**src/rtl/spi_peripheral.sv**
```systemverilog
// SPI mode-0 responder: oversamples CS/SCLK/MOSI in the clk domain, deserialises
// each frame onto a valid/data output and shifts a preloaded reply word out on MISO.
module spi_peripheral #(
    parameter int TRANSACTION_LENGTH_BITS = 32,
    parameter int SYNC_STAGES             = 2
) (
    input  logic                               clk,
    input  logic                               rst_n,
    input  logic                               spi_cs_n,
    input  logic                               spi_clk,
    input  logic                               spi_din,
    output logic                               spi_dout,
    input  logic                               axiiv,
    input  logic [TRANSACTION_LENGTH_BITS-1:0] axiid,
    output logic                               axiready,
    output logic                               axiov,
    output logic [TRANSACTION_LENGTH_BITS-1:0] axiod,
    output logic                               frame_error
);
    localparam int N  = TRANSACTION_LENGTH_BITS;
    localparam int CW = $clog2(N + 1);

    typedef enum logic [1:0] {IDLE, SHIFT, OVERRUN} state_t;
    state_t state;

    logic [SYNC_STAGES-1:0] cs_sync, sclk_sync, din_sync;
    logic                   cs_d, sclk_d;
    logic                   cs_s, sclk_s, din_s;
    logic                   cs_rise, cs_fall, sclk_rise, sclk_fall, last_bit;
    logic [N-1:0]           rx_shift, tx_shift, reply_buf;
    logic [CW-1:0]          bit_cnt;

    // CS idles high, so its synchroniser resets high to avoid a false edge.
    always_ff @(posedge clk or negedge rst_n) begin
        if (!rst_n) begin
            cs_sync   <= '1;
            sclk_sync <= '0;
            din_sync  <= '0;
            cs_d      <= 1'b1;
            sclk_d    <= 1'b0;
        end else begin
            cs_sync   <= {cs_sync[SYNC_STAGES-2:0], spi_cs_n};
            sclk_sync <= {sclk_sync[SYNC_STAGES-2:0], spi_clk};
            din_sync  <= {din_sync[SYNC_STAGES-2:0], spi_din};
            cs_d      <= cs_sync[SYNC_STAGES-1];
            sclk_d    <= sclk_sync[SYNC_STAGES-1];
        end
    end

    assign cs_s      = cs_sync[SYNC_STAGES-1];
    assign sclk_s    = sclk_sync[SYNC_STAGES-1];
    assign din_s     = din_sync[SYNC_STAGES-1];
    assign cs_rise   = cs_s & ~cs_d;
    assign cs_fall   = ~cs_s & cs_d;
    assign sclk_rise = sclk_s & ~sclk_d;
    assign sclk_fall = ~sclk_s & sclk_d;
    assign last_bit  = sclk_rise && (bit_cnt == CW'(N - 1));

    always_ff @(posedge clk or negedge rst_n) begin
        if (!rst_n) begin
            state       <= IDLE;
            bit_cnt     <= '0;
            rx_shift    <= '0;
            tx_shift    <= '0;
            reply_buf   <= '0;
            axiready    <= 1'b1;
            axiov       <= 1'b0;
            axiod       <= '0;
            frame_error <= 1'b0;
            spi_dout    <= 1'b0;
        end else begin
            axiov       <= 1'b0;
            frame_error <= 1'b0;

            if (axiiv && axiready) begin
                reply_buf <= axiid;
                axiready  <= 1'b0;
            end

            case (state)
                IDLE: begin
                    spi_dout <= 1'b0;
                    if (cs_fall) begin
                        // axiready high means the buffer is empty: send zeros. A load in
                        // this same cycle stays buffered for the following frame.
                        tx_shift <= axiready ? '0 : reply_buf;
                        spi_dout <= ~axiready & reply_buf[N-1];
                        bit_cnt  <= '0;
                        state    <= SHIFT;
                        if (!(axiiv && axiready))
                            axiready <= 1'b1;
                    end
                end

                SHIFT: begin
                    if (bit_cnt == CW'(N)) begin
                        axiod    <= rx_shift;
                        axiov    <= 1'b1;
                        spi_dout <= 1'b0;
                        // CS may already be high if it rose with the final SCLK edge.
                        state    <= cs_s ? IDLE : OVERRUN;
                    end else begin
                        if (sclk_rise) begin
                            rx_shift <= {rx_shift[N-2:0], din_s};
                            bit_cnt  <= bit_cnt + 1'b1;
                        end
                        if (sclk_fall) begin
                            tx_shift <= {tx_shift[N-2:0], 1'b0};
                            spi_dout <= tx_shift[N-2];
                        end
                        if (cs_rise && !last_bit) begin
                            frame_error <= 1'b1;
                            spi_dout    <= 1'b0;
                            state       <= IDLE;
                        end
                    end
                end

                OVERRUN: begin
                    spi_dout <= 1'b0;
                    if (cs_rise)
                        state <= IDLE;
                end

                default: state <= IDLE;
            endcase
        end
    end
endmodule

```
**config.mk**
```make
export PLATFORM = sky130hd
export DESIGN_NAME = spi_peripheral
export DESIGN_NICKNAME = d
export VERILOG_FILES = /design/src/rtl/spi_peripheral.sv
export SDC_FILE = /design/constraint.sdc
export NUM_CORES = 1
export LEC_CHECK = 0
export BUFFER_PORTS_ARGS = -buffer_cell sky130_fd_sc_hd__buf_2
export CAP_MARGIN = 20
export CORE_MARGIN = 5
export CORE_UTILIZATION = 35
export CTS_CLUSTER_DIAMETER = 40
export CTS_CLUSTER_SIZE = 25
export DETAILED_ROUTE_END_ITERATION = 6
export SKIP_CTS_REPAIR_TIMING = 1
export SYNTH_ARGS = -nofsm -noshare
export SYNTH_HDL_FRONTEND = slang
export SYNTH_SLANG_ARGS = --single-unit
```
**constraint.sdc**
```tcl
create_clock -name clk -period 3.5 [get_ports clk]
set_input_delay 0.35 -clock clk [delete_from_list [all_inputs] [get_ports clk]]
set_output_delay 0.35 -clock clk [all_outputs]
set_load 0.02 [all_outputs]
```
==> run summary, run 1 <==
Fmax: 425 MHz
Pre-CTS WS: 1170 ps
Antenna Nets Post-Route: 0
CP max stage delay: 570 ps
Worst Hold Class: primary input to async pin
Sw Share: 0.274
Switching power: 1.45 mW
Synthesized netlist cell count: 479
Max Slew Vio Count: 0
Syn_nets: 523
Dpl hpwl: 7370 um
VDD IR max: 0.478 mV
Global route overflow: 0
Pre-antenna DRT Iters: 4
Iter 0 DRT Violations: 156
Type of the worst setup path: register to register
Clock share of power: 0.323
Yosys cell types: 44
Number of synthesized register bits: 147
Synthesized cell area: 0.00608 mm^2
Top cells by area, synth: dfrtp_1, mux2_2, nand2_1
Number of remaining DRC errors: 0
Startpoint Class: register
Seq/Total Area, Yosys: 0.606
Number of antenna diodes: 0
Final setup margin: 1150 ps
Status: complete, no violations
H-tree depth: 4
First-pass GRT wire length: 19,400 um
FFs w/ async S/R, synth: 1.00
Synth area leader: dfrtp_1
Ports: 74
Total routed wirelength: 11,300 um
Largest net degree at the start of global routing: 102
Crit end category: register
Post-layout min period: 2350 ps
Fin crit share: 0.672
Final non-filler cell total: 789
Die Span X: 142 um
GPL Wtd Cong: 0.795
Die Area: 0.0201 mm^2
Core Box Area: 0.0172 mm^2
Final-report setup violation count: 0
Fin Setup TNS: 0 ps
Height of the die: 142 um
Crit path required time: 3790 ps
Int Power: 3.84 mW
Share of the synthesized area in the top cell type: 0.588
Area grow syn2layout: 18.6%
Power Dens Cells: 732 mW/mm^2
Crit-path cells: or3b_1 -> or2_1 -> nand3_2 -> mux2_2
Cts bufs inserted: 17
CTS sink count: 147
Tot Pwr: 5.28 mW
Synthesized area per cell: 12.7 um^2
Layout net count: 595
Vias in the first global route: 4,002
Warnings from Yosys: 0
Share of post-route cells with drive strength above 1: 0.362
Routed WL per cell: 14.3 um
Data arrival time of the worst path: 2640 ps
CTS tree: built
Routed vias/inst: 4.74
Worst Path Max Fanout: 33
Ys flop type: dfrtp_1
LEAKAGE: 3.61 nW
# fillers: 1,644
Clk buf depth: 2
Slowest cell on crit path: nand3_2
Sequential share of power: 0.450
Clk root buf: clkbuf_16
Dpl cells: 757
Worst-Margin Slew: 934 ps
Max cap viols: 0
Initial antenna violation count: 0
Clock Skew: 8.14 ps
Starting Density: 0.354
Unrepaired setup endpoints after global routing: false
Worst-path clk slew: 60 ps
Comb pwr share: 0.228
IO buf count: 73
Via count: 3,736
Total track usage: 0.119
Clk_lat worst skew: 420 ps
Row cnt: 48
Final hold vios: 0
Slew margin rel.: 0.377
Post-synth EDFFs: 0
-- layer usage --
metal,up-vias,part of all wire,track usage
li1,1803,-,-
met1,1842,0.48,0.157
met2,80,0.46,0.185
met3,11,0.052,0.0330
met4,0,0.012,0.0505
met5,-,0,0
-- area by class of cell --
type / count / area, um^2 / share of cell area
Sequential cell: 147 / 3680 / 0.511
Multi-Input combinational cell: 296 / 2220 / 0.307
Clock buffer: 23 / 488 / 0.0676
Timing Repair Buffer: 79 / 429 / 0.0595
Tap cell: 225 / 282 / 0.0390
Clock inverter: 9 / 78.8 / 0.0109
Inverter: 10 / 37.5 / 0.00520
-- sequential cells by signal, indices dropped and copies added, names as in the netlist, 6 cells and up --
| register | flops |
|---|---|
| bit_cnt | 6 |
| reply_buf | 32 |
| tx_shift | 31 |
| rx_shift | 32 |
| axiod | 32 |
-- cells by family after synthesis --
logic type / after synthesis / share of synthesized area
compound gates: 58 / 0.0693
fa+ha+maj: 6 / 0.0123
buf+inv: 36 / 0.0323
flops: 147 / 0.606
mux: 97 / 0.179
simple gates: 135 / 0.102
-- worst paths after layout --
| path | start | endpoint | slack, ps | cells after the start |
|---|---|---|---|---|
| max | bit_cnt[2] | rx_shift[12] | 1150 | 4 |
| min | rst_n | axiod[20] | 40 | 1 |
| max reg2reg | bit_cnt[2] | rx_shift[12] | 1150 | 4 |
| min reg2reg | sclk_sync[0] | sclk_sync[1] | 360 | 0 |
| max in group asynchronous | rst_n | axiod[0] | 2700 | 2 |
| min in group clk | spi_cs_n | cs_sync[0] | 40 | 1 |
-- cells in the mapped netlist (all sizes together), types with 3 or more instances --
cell type,instances
o21ai,13
mux2i,5
nor2b,4
mux2,92
clkbuf,9
a21oi,8
dfrtp,143
nor2,3
nand2,104
nand2b,4
nor3b,3
a22o,27
ha,6
buf,17
dfstp,4
inv,10
-- worst max-delay path, delay by kind of cell, from the launching register on --
| kind | cells | cell delay [ps] |
|---|---|---|
| AND/OR/NAND/NOR | 3 | 1390 |
| multiplexers | 1 | 410 |
| flip-flops | 1 | 420 |
-- cell usage in the layout (no fill, tap or decap), types with 5 or more instances in the layout --
| cell type | synthesis | routed |
|---|---|---|
| nand2_1 | 104 | 104 |
| dfrtp_1 | 143 | 143 |
| mux2_2 | 85 | 85 |
| ha_1 | 6 | 6 |
| clkinv_2 | 0 | 5 |
| o21ai_0 | 13 | 13 |
| buf_4 | 3 | 5 |
| inv_1 | 10 | 10 |
| clkbuf_16 | 0 | 17 |
| a21oi_1 | 8 | 7 |
| mux2_1 | 7 | 7 |
| buf_2 | 7 | 72 |
| a22o_1 | 27 | 27 |
| mux2i_1 | 5 | 5 |
-- per-stage QoR --
stage	utilization	instance area, um^2	hold slack [ps]
2_1_floorplan	-	6080	54.4
3_3_place_gp	0.387	6650	339
3_5_place_dp	0.387	6650	343
4_1_cts	0.420	7210	15.9
5_1_grt	0.420	7210	23.3
6_report	0.420	7210	37.6
-- power by group through the flow --
stage / combinational (mW) / clock [mW] / sequential [mW]
5_1_grt: 1.34 / 1.82 / 2.43
3_5_place_dp: 1.22 / 0 / 2.41
3_3_place_gp: 1.17 / 0 / 2.39
4_1_cts: 1.22 / 1.76 / 2.38
6_report: 1.20 / 1.70 / 2.38
2_1_floorplan: 0.967 / 0 / 2.32
No activity file was read; power rests on OpenSTA's default activity.
==> inputs of run 2 (changes only) <==
==> constraint.sdc (replaced) <==
create_clock -name clk -period 2 [get_ports clk]
set_input_delay 0.2 -clock clk [delete_from_list [all_inputs] [get_ports clk]]
set_output_delay 0.2 -clock clk [all_outputs]
set_load 0.02 [all_outputs]
==> run summary, run 2 (synthesized netlist as in run 1, its figures left out) <==
Status: complete, no violations
Buf/Inv on CP: 3
Design area: 0.00786 mm^2
Ports: 74
Slew margin rel.: 0.589
Crit end category: register
Total routed wirelength: 13,000 um
Via count: 4,017
Routed vias/inst: 4.82
Iter 0 DRT Violations: 219
Data arrival time of the worst path: 2250 ps
CTS tree: built
Worst Path Max Fanout: 8
Commonest non-fill, non-tap cells in the layout: dfrtp_1, nand2_1, mux2_2
Placed instance area: 0.00687 mm^2
LEAKAGE: 3.92 nW
Post-layout min period: 1960 ps
Final hold vios: 0
Routed WL per cell: 15.6 um
Pre-CTS WS: 9.03 ps
Layout net count: 639
Clock Skew: 7.95 ps
Antenna Nets Post-Route: 0
Power Dens Cells: 1310 mW/mm^2
Clk buf depth: 2
Cts bufs inserted: 17
Clk root buf: clkbuf_16
# fillers: 1,530
First-pass GRT wire length: 20,100 um
Dpl hpwl: 7940 um
Reg2reg setup slack: 40 ps
Largest delay contributor family on the critical path: simple AND/OR/NAND/NOR gates
Dpl cells: 777
Worst Hold Class: primary input to register
Crit-path cells: inv_1 -> ha_4 -> nand2b_1 -> buf_4 -> or2_1 -> nand3_4 -> clkbuf_16 -> mux2_2
Slowest cell on crit path: dfrtp_1
Final setup margin: 44.0 ps
Starting Density: 0.354
Total track usage: 0.124
Seq. cell area: 0.00368 mm^2
Final non-filler cell total: 833
CTS sink count: 147
Crit path required time: 2300 ps
Largest net degree at the start of global routing: 62
Number of antenna diodes: 0
Area grow syn2layout: 29.2%
Vias in the first global route: 4,154
Tot Pwr: 10.3 mW
Share of post-route cells with drive strength above 1: 0.414
Die Area: 0.0201 mm^2
Die Span X: 142 um
Row cnt: 48
VDD IR max: 0.903 mV
Worst-path clk slew: 60 ps
Final-report setup violation count: 0
Worst-Margin Slew: 616 ps
Max cap viols: 0
Fmax: 511 MHz
CP max stage delay: 380 ps
Largest regs: axiod: 32 flops, reply_buf: 32 flops, rx_shift: 32 flops
Initial antenna violation count: 0
Height of the die: 142 um
Startpoint Class: register
Fin crit share: 0.978
Max Slew Vio Count: 0
Number of remaining DRC errors: 0
Pre-antenna DRT Iters: 5
Core Box Area: 0.0172 mm^2
Global route overflow: 0
Multi-input combinational cell area: 0.00229 mm^2
Type of the worst setup path: register to register
Clk_lat worst skew: 420 ps
IO buf count: 73
GPL Wtd Cong: 0.767
Most common cell after layout, fill and taps aside: dfrtp_1
H-tree depth: 4
[run 2: cell types whose count changed in the layout (fill, tap and decap cells not counted), moves of 2 or more]
cell / previous run / this run
buf_4: 5 / 29
buf_12: 1 / 8
dlygate4sd3_1: 0 / 5
clkbuf_1: 2 / 4
bufinv_16: 1 / 4
inv_2: 0 / 3
clkinv_2: 5 / 1
ha_4: 0 / 3
inv_1: 10 / 7
buf_6: 1 / 4
ha_1: 6 / 3
clkbuf_16: 17 / 21
[run 2: power by group]
group / total (mW) / internal, mW / switching [mW]
clock: 3.36 / 2.19 / 1.17
sequential: 4.15 / 3.72 / 0.426
combinational: 2.80 / 1.64 / 1.16
total: 10.3 / 7.55 / 2.75
[run 2: area by class of cell]
class | instances | area share
tap | 225 | 0.0358
clock inverter | 8 | 0.0190
clock buffer | 24 | 0.0613
inverter | 10 | 0.00478
sequential | 147 | 0.469
multi-input combinational | 297 | 0.291
timing repair buffer | 122 | 0.119
[run 2: final timing paths]
check                       startpoint             to  cells after the start
max                         bit_cnt[0]   rx_shift[29]                      8
min                           axiid[5]   reply_buf[5]                      2
max reg2reg                 bit_cnt[0]   rx_shift[29]                      8
min reg2reg                din_sync[0]    din_sync[1]                      0
max in group asynchronous        rst_n  reply_buf[30]                      3
min in group asynchronous        rst_n      axiod[23]                      2
[run 2: routing by layer]
metal / track usage / routed length [um] / share of wire / vias up
met3: 0.0404 / 797 / 0.061 / 17
met4: 0.0439 / 168 / 0.013 / 0
met2: 0.203 / 6460 / 0.50 / 99
li1: - / - / - / 1899
met5: 0 / 0 / 0 / -
met1: 0.155 / 5610 / 0.43 / 2002
[run 2: worst reg2reg max path, cell delays in order (launching register included)]
cell and delay [ps]:
dfrtp_1 380, inv_1 100, ha_4 170, nand2b_1 130
buf_4 160, or2_1 250, nand3_4 130, clkbuf_16 180
mux2_2 330
[run 2: stage by stage]
step	hold slack, ps	setup TNS, ps	util
floorplan	-95.6	0	-
global placement	219	0	0.400
detailed placement	238	0	0.400
CTS	-216	-14.4	0.437
global route	1.48	-16.6	0.457
finish	15.1	0	0.457
==> inputs of run 3 (changes only) <==
--- a/config.mk
+++ b/config.mk
@@ -8,10 +8,11 @@
 export BUFFER_PORTS_ARGS = -buffer_cell sky130_fd_sc_hd__buf_2
 export CAP_MARGIN = 20
 export CORE_MARGIN = 5
-export CORE_UTILIZATION = 35
+export CORE_UTILIZATION = 50
 export CTS_CLUSTER_DIAMETER = 40
 export CTS_CLUSTER_SIZE = 25
 export DETAILED_ROUTE_END_ITERATION = 6
+export PLACE_DENSITY = 0.79
 export SKIP_CTS_REPAIR_TIMING = 1
 export SYNTH_ARGS = -nofsm -noshare
 export SYNTH_HDL_FRONTEND = slang
==> run summary, run 3 (synthesized netlist as in run 1, its figures left out) <==
Area grow syn2layout: 26.6%
Fin crit share: 1.02
Pre-antenna DRT Iters: 4
Clk root buf: clkbuf_16
Ports: 74
Cts bufs inserted: 17
Fmax: 489 MHz
Worst Hold Class: primary input to register
Core Box Area: 0.0120 mm^2
Most common cell after layout, fill and taps aside: dfrtp_1
Vias in the first global route: 4,109
Die Area: 0.0145 mm^2
Type of the worst setup path: register to register
Worst-Margin Slew: 438 ps
Hold_ws: 0.518 ps
Iter 0 DRT Violations: 247
IO buf count: 73
Total routed wirelength: 12,400 um
VDD IR max: 0.889 mV
Row cnt: 40
Die Span X: 120 um
Share of post-route cells with drive strength above 1: 0.408
Dpl hpwl: 7570 um
Hold path start: axiid[24]
Clk_lat worst skew: 430 ps
Critical Path Start: state[0]
Post-layout min period: 2050 ps
Final core occ: 0.644
Final hold vios: 0
Number of antenna diodes: 0
Worst-path clk slew: 60 ps
Number of remaining DRC errors: 0
Clock Skew: 8.16 ps
LEAKAGE: 3.90 nW
Max Slew Vio Count: 0
Status: finished with violations
Max cap viols: 0
Power Dens Cells: 1360 mW/mm^2
Tot Pwr: 10.5 mW
Total track usage: 0.167
Slew margin rel.: 0.707
Via count: 4,021
Failing checks: setup timing
Routed WL per cell: 16.7 um
CTS sink count: 147
First-pass GRT wire length: 19,300 um
Unrepaired setup endpoints after global routing: true
Final-report setup violation count: 21
Clk buf depth: 2
Global route overflow: 0
Final setup margin: -45.2 ps
Starting Density: 0.508
Layout net count: 627
Initial antenna violation count: 0
Height of the die: 120 um
Largest regs: axiod: 32 flops, reply_buf: 32 flops, rx_shift: 32 flops
Antenna Nets Post-Route: 0
Routed vias/inst: 5.41
Commonest non-fill, non-tap cells in the layout: dfrtp_1, nand2_1, buf_2
Startpoint Class: register
Worst R2R Start: state[0]
Pre-CTS WS: -17.3 ps
GPL Wtd Cong: 0.856
Crit path required time: 2310 ps
Data arrival time of the worst path: 2360 ps
H-tree depth: 4
CTS tree: built
Worst Path Max Fanout: 8
Crit end category: register
Largest net degree at the start of global routing: 48
-- run 3: cell types whose count changed in the layout (fill, tap and decap cells not counted), sizes merged --
cell,previous run,this run
clkinvlp,2,3
buf,113,99
dlygate4sd3,5,10
clkbuf,28,21
or4b,2,1
inv,10,14
-- run 3: stage by stage --
step                setup TNS, ps  std cells  instance area [um^2]
global route                -1920        743                  7700
finish                       -655        743                  7700
CTS                          -590        726                  7350
global placement                0        694                  6710
floorplan                       0        479                  6090
detailed placement          -65.3        694                  6710
-- run 3: routing by layer --
metal,share of wire,track usage,up-vias
li1,-,-,1872
met1,0.43,0.206,2017
met2,0.50,0.277,115
met3,0.053,0.0514,17
met4,0.018,0.0637,0
met5,0,0,-
-- run 3: layout make-up --
cell class,instances,area [um^2]
Timing Repair Buffer,111,795
Sequential cell,147,3690
Fill cell,854,4260
Inverter,10,37.5
Clock buffer,19,443
Multi-Input combinational cell,296,2360
Clock inverter,13,198
Tap cell,147,184
-- run 3: critical path, cell delays in order, from the launching register on --
cell and delay, ps:
dfrtp_2 450, inv_2 100, ha_4 160, nand3b_1 190, and2_4 240, a21oi_4 250
clkbuf_16 240, mux2_4 310
-- run 3: path summary, 6_finish.rpt --
| kind | depth (start not counted) | to | slack (ps) |
|---|---|---|---|
| min reg2reg | 0 | din_sync[1] | 360 |
| min in group asynchronous | 2 | axiod[20] | 270 |
| max | 7 | tx_shift[30] | -50 |
| min | 2 | reply_buf[24] | 0.5 |
| max in group asynchronous | 3 | cs_d | 940 |
| max reg2reg | 7 | tx_shift[30] | -50 |
-- run 3: report_power, final --
part / internal [mW] / total (mW) / switching [mW]
clock network: 2.14 / 3.40 / 1.25
logic: 1.67 / 2.84 / 1.17
registers: 3.72 / 4.22 / 0.495
total: 7.54 / 10.5 / 2.92
